[src/rtl/mm_pkg.sv]
// mm_pkg: shared state encoding and index helpers for the matrix-multiply sequencer.
// Rev 1.0
`default_nettype none

package mm_pkg;

  localparam logic [2:0] S_IDLE = 3'd0;
  localparam logic [2:0] S_LOAD = 3'd1;
  localparam logic [2:0] S_MAC  = 3'd2;
  localparam logic [2:0] S_WAIT = 3'd3;
  localparam logic [2:0] S_OUT  = 3'd4;
  localparam logic [2:0] S_FIN  = 3'd5;

  function automatic int el_w(input int n);
    return $clog2(n * n);
  endfunction

  function automatic int ld_w(input int n);
    return $clog2(2 * n * n);
  endfunction

  function automatic int cnt_w(input int n);
    return $clog2(n);
  endfunction

  // 32-bit arithmetic so r*n+c never truncates before the caller narrows it
  function automatic int unsigned idx(input int unsigned r, input int unsigned c,
                                      input int unsigned n);
    return r * n + c;
  endfunction

endpackage

`default_nettype wire

[src/rtl/mm_idx_cnt.sv]
// mm_idx_cnt: nested i/j/k counter for the MAC schedule with wrap flags.
// Rev 1.0
`default_nettype none

module mm_idx_cnt
  import mm_pkg::*;
#(
  parameter int N  = 3,
  parameter int CW = cnt_w(N)
) (
  input  logic          clk,
  input  logic          reset,
  input  logic          clr_i,
  input  logic          k_adv_i,
  input  logic          ij_adv_i,
  output logic [CW-1:0] i_o,
  output logic [CW-1:0] j_o,
  output logic [CW-1:0] k_o,
  output logic          k_last_o,
  output logic          j_last_o,
  output logic          i_last_o
);

  localparam logic [CW-1:0] C_LAST = CW'(N - 1);

  logic [CW-1:0] i_q, i_d, j_q, j_d, k_q, k_d;

  assign k_last_o = (k_q == C_LAST);
  assign j_last_o = (j_q == C_LAST);
  assign i_last_o = (i_q == C_LAST);

  always_comb begin
    i_d = i_q;
    j_d = j_q;
    k_d = k_q;
    if (clr_i) begin
      i_d = '0;
      j_d = '0;
      k_d = '0;
    end else begin
      if (k_adv_i) k_d = k_last_o ? '0 : k_q + 1'b1;
      // moving to the next result always restarts the inner product
      if (ij_adv_i) begin
        k_d = '0;
        j_d = j_last_o ? '0 : j_q + 1'b1;
        if (j_last_o) i_d = i_last_o ? '0 : i_q + 1'b1;
      end
    end
  end

  always_ff @(posedge clk or posedge reset) begin
    if (reset) begin
      i_q <= '0;
      j_q <= '0;
      k_q <= '0;
    end else begin
      i_q <= i_d;
      j_q <= j_d;
      k_q <= k_d;
    end
  end

  assign i_o = i_q;
  assign j_o = j_q;
  assign k_o = k_q;

endmodule

`default_nettype wire

[src/rtl/mm_seq_ctrl.sv]
// mm_seq_ctrl: load / MAC / output sequencer for the N x N matrix-multiply datapath.
// Rev 1.0
`default_nettype none

module mm_seq_ctrl
  import mm_pkg::*;
#(
  parameter int N    = 3,
  parameter int EL_W = el_w(N),
  parameter int LD_W = ld_w(N)
) (
  input  logic            clk,
  input  logic            reset,
  input  logic            start,
  input  logic            reload_b_only,
  input  logic            in_valid,
  output logic            in_ready,
  output logic            load_en,
  output logic [LD_W-1:0] load_sel,
  output logic [EL_W-1:0] a_sel,
  output logic [EL_W-1:0] b_sel,
  output logic            mac_en,
  output logic            mac_clr,
  output logic            out_valid,
  input  logic            out_ready,
  output logic [EL_W-1:0] out_sel,
  output logic            busy,
  output logic            done
);

  localparam int              CW      = cnt_w(N);
  localparam logic [LD_W-1:0] LD_HALF = LD_W'(N * N);
  localparam logic [LD_W-1:0] LD_LAST = LD_W'(2 * N * N - 1);

  logic [2:0]      state_q, state_d;
  logic [LD_W-1:0] ld_q, ld_d;
  logic            cnt_clr, k_adv, ij_adv;
  logic [CW-1:0]   i_w, j_w, k_w;
  logic            k_last, j_last, i_last;

  mm_idx_cnt #(.N(N), .CW(CW)) u_idx (
    .clk      (clk),
    .reset    (reset),
    .clr_i    (cnt_clr),
    .k_adv_i  (k_adv),
    .ij_adv_i (ij_adv),
    .i_o      (i_w),
    .j_o      (j_w),
    .k_o      (k_w),
    .k_last_o (k_last),
    .j_last_o (j_last),
    .i_last_o (i_last)
  );

  always_comb begin
    state_d = state_q;
    ld_d    = ld_q;
    cnt_clr = 1'b0;
    k_adv   = 1'b0;
    ij_adv  = 1'b0;
    case (state_q)
      S_IDLE: if (start) begin
        state_d = S_LOAD;
        ld_d    = reload_b_only ? LD_HALF : '0;
        cnt_clr = 1'b1;
      end
      S_LOAD: if (in_valid) begin
        if (ld_q == LD_LAST) begin
          state_d = S_MAC;
          ld_d    = '0;
        end else begin
          ld_d = ld_q + 1'b1;
        end
      end
      S_MAC: begin
        k_adv = 1'b1;
        if (k_last) state_d = S_WAIT;
      end
      S_WAIT: state_d = S_OUT;
      S_OUT: if (out_ready) begin
        if (i_last && j_last) begin
          state_d = S_FIN;
        end else begin
          ij_adv  = 1'b1;
          state_d = S_MAC;
        end
      end
      S_FIN:   state_d = S_IDLE;
      default: state_d = S_IDLE;
    endcase
  end

  always_ff @(posedge clk or posedge reset) begin
    if (reset) begin
      state_q <= S_IDLE;
      ld_q    <= '0;
    end else begin
      state_q <= state_d;
      ld_q    <= ld_d;
    end
  end

  // index outputs are forced to zero outside their owning state
  assign in_ready  = (state_q == S_LOAD);
  assign load_en   = in_ready & in_valid;
  assign load_sel  = in_ready ? ld_q : '0;
  assign mac_en    = (state_q == S_MAC);
  assign mac_clr   = mac_en & (k_w == '0);
  assign a_sel     = mac_en ? EL_W'(idx(32'(i_w), 32'(k_w), N)) : '0;
  assign b_sel     = mac_en ? EL_W'(idx(32'(k_w), 32'(j_w), N)) : '0;
  assign out_valid = (state_q == S_OUT);
  assign out_sel   = out_valid ? EL_W'(idx(32'(i_w), 32'(j_w), N)) : '0;
  assign busy      = (state_q != S_IDLE);
  assign done      = (state_q == S_FIN);

endmodule

`default_nettype wire

[config.mk]
export PLATFORM = sky130hd
export DESIGN_NAME = mm_seq_ctrl
export DESIGN_NICKNAME = d
export VERILOG_FILES = /design/src/rtl/mm_pkg.sv /design/src/rtl/mm_idx_cnt.sv /design/src/rtl/mm_seq_ctrl.sv
export SDC_FILE = /design/constraint.sdc
export NUM_CORES = 1
export LEC_CHECK = 0
export ABC_CLOCK_PERIOD_IN_PS = 1980
export BUFFER_PORTS_ARGS = -buffer_cell sky130_fd_sc_hd__buf_4
export CAP_MARGIN = 5
export CELL_PAD_IN_SITES_DETAIL_PLACEMENT = 0
export CELL_PAD_IN_SITES_GLOBAL_PLACEMENT = 1
export CORE_UTILIZATION = 30
export CTS_CLUSTER_SIZE = 28
export DETAILED_ROUTE_END_ITERATION = 10
export PLACE_DENSITY_LB_ADDON = 0.1
export SLEW_MARGIN = 20
export SYNTH_ARGS = -nofsm -noshare
export SYNTH_HDL_FRONTEND = slang
export SYNTH_SLANG_ARGS = --single-unit
[constraint.sdc]
create_clock -name clk -period 1.98 [get_ports clk]
set_input_delay 0.396 -clock clk [delete_from_list [all_inputs] [get_ports clk]]
set_output_delay 0.396 -clock clk [all_outputs]
set_load 0.02 [all_outputs]
==> out/results.ini <==
[global_route]
antenna_found_initial = 0
gr-total-overflow = 0
grt_max_degree = 15
first_global_vias = 1150
grt_usage = 0.1594
grt_pass1_wl_um = 5319

[synth]
ys_ff_latch = 14
synth_edf_count = 0
ys_warn_count = 0
ys.flop_type = dfrtp_1
synthTopCellsByCount = 16 x ha_1, 14 x dfrtp_1, 14 x inv_1, 12 x and2_1, 11 x nor2_1
synthTopCellsByArea = dfrtp_1 27%, ha_1 16%, fa_1 6.2%, and2_1 5.8%, inv_1 4.1%
synth_top_area_frac = 0.2724
synthArstFlopShare = 1.000
netlist_area_um2 = 1286
synth.most_common_cell = ha_1
yosys.area.top_type = dfrtp_1
synth_nets = 168
syn_avg_cell_area_um2 = 9.058
synth.yosys.seq_area_share = 0.2724
synthCells = 142
yosysUniqueCellTypes = 42

[pwr]
leakage_nw = 0.8431
switchingPower_w = 0.0005418
p_comb_frac = 0.481
p_per_area_nw_per_um2 = 745.2
sequentialPowerShare = 0.313
intPower_w = 0.0008503
power.total_w = 0.001392
switching_share = 0.3892
ir_drop_v = 0.0007349
p_clk_frac = 0.206

[critical_path]
crit_end = b_sel[2]
rr_startpoint = u_idx.i_o[1]
reg2reg_depth = 6
required_ns = 1.58
endpoint_kind = output pin
r2r_slack_ns = 0.21
path_max_fanout = 2
startpoint_type = flop
criticalPathCategory = flop to output pin
rr_endpoint = u_idx.i_o[1]
cp-startpoint = u_idx.j_o[1]
cp.arrival_ns = 2.05

[sta]
finClkSkew_ns = 0.001643
final.setup.worst_slack_ns = -0.4708
period_needed_ns = 2.451
min_period_over_period = 1.238
finalHoldViolCount = 0
rsz0062_at_grt = true
setup-violations-final = 9
max_freq_ghz = 0.4080
worst_pin_slew_ns = 0.5780
slew_headroom = 0.6143
worst_hold_slack_ns = 0.2077
report.final.slew_viol_count = 0

[placement]
dp_cells = 232
place_area_um2 = 1712
io_buffers = 29
gp_congestion = 0.8323
place_hpwl_um = 2579

[drt]
drtIter0Drc = 21
routed_wl_um = 3304
ant_nets = 0
vias = 1173
wl_per_cell_um = 13.82
first_pass_iters = 4
route.detailed.drc = 0
viasPerCell = 4.908

[cells_and_area]
diodes = 0
nFillCells = 406
multi_input_area_um2 = 950.9
postLayoutCellArea_um2 = 1868
stdcell_count = 239
drive_above_1_share = 0.4550
fin_nets = 216
area.growth.synth_to_final_pct = 45.23
register_area_um2 = 354.1

[status]
violations = negative setup slack
outcome = finished, violations left

[run]
maxCapViolations = 0

[die]
placementRows = 23
die_y_um = 67.48
coreArea_um2 = 4058
dieArea_um2 = 4554
start_util = 0.3170
die_w_um = 67.48
pin_count = 30

[clock_network]
cts_tree = built
clk-insertion-delay-late_ns = 0.25
path_clk_slew_ns = 0.06
numCtsBuffers = 3
cts_sinks = 14
cts.root.buffer_cell = clkbuf_8
cts_max_path_buffers = 2
holdBufCountCts = 0
h-tree-depth = 1

[hold_path]
hold_path.class = primary input to async pin

## final cells by class
class	instances	area share
Clock buffer	4	0.02947
Inverter	15	0.03349
Multi-Input combinational cell	108	0.5090
Sequential cell	14	0.1896
Tap cell	50	0.03349
Timing Repair Buffer	48	0.2050
## what timing repair did
action,4_1_cts,5_1_grt
pin swaps,10,4
endpoints found under the setup margin,16,13
buffers inserted,1,2
endpoints found under the hold margin,0,0
gates resized for setup,20,7
## routing by layer
layer | global-route usage | part of all wire
met1 | 0.2130 | 0.50
met2 | 0.2599 | 0.47
met3 | 0.03716 | 0.025
met4 | 0.03191 | 0.0058
met5 | 0 | 0
## worst max-delay path: stages (launching register included)
cell and delay [ns]:
dfrtp_2 0.42, fa_1 0.55, ha_2 0.17, fa_1 0.40
and2_4 0.15, buf_6 0.12
## registers in the layout, summed over array words and instances, names as in the netlist
name,flops
u_idx.k_o,2
u_idx.j_o,2
ld_q,5
u_idx.i_o,2
state_q,3
## layout by cell type (no fill, tap or decap), types with 4 or more instances in the layout
cell type and count:
nand2_1 5, and2_1 10, a21oi_1 4, dfrtp_1 11
buf_6 6, clkbuf_8 4, nor2_1 8, buf_4 42
inv_1 9, nor3_1 5, ha_1 11, mux2i_1 5
## how the worst min path moves through the flow
stage	start	to	slack, ns
final	reset	u_idx.i_o[1]	0.21
after global routing	reset	u_idx.i_o[0]	0.27
after CTS	reset	u_idx.i_o[0]	0.22
after detailed placement	reset	u_idx.i_o[0]	0.50
after global placement	reset	u_idx.i_o[1]	0.49
after floorplan	reset	ld_q[0]	0.29
## cells by family after synthesis
| group | Yosys count | share of synthesized area |
|---|---|---|
| adder cells (fa/ha/maj) | 20 | 0.2179 |
| multiplexers | 6 | 0.04767 |
| AND/OR/NAND/NOR | 52 | 0.2364 |
| XOR/XNOR | 2 | 0.01362 |
| AO/OA/AOI/OAI | 28 | 0.1498 |
| buffers and inverters | 20 | 0.06225 |
| flip-flops | 14 | 0.2724 |
## stage by stage
stage	setup WS [ns]	TNS, ns	util
floorplan	-0.1351	-0.2072	-
global placement	-0.1811	-0.3769	0.4218
detailed placement	-0.2277	-0.4951	0.4218
CTS	-0.4754	-2.389	0.4524
global route	-0.5373	-2.807	0.4604
finish	-0.4708	-2.213	0.4604
## power by group through the flow
stage / clock network, W / registers [W] / logic (W)
after global placement: 0 / 0.000431 / 0.000638
after global routing: 0.000312 / 0.000445 / 0.000743
after detailed placement: 0 / 0.000433 / 0.000643
final: 0.000287 / 0.000435 / 0.000670
after floorplan: 0 / 0.000417 / 0.000412
after CTS: 0.000297 / 0.000433 / 0.000655
Power figures use the tool's default switching activity.
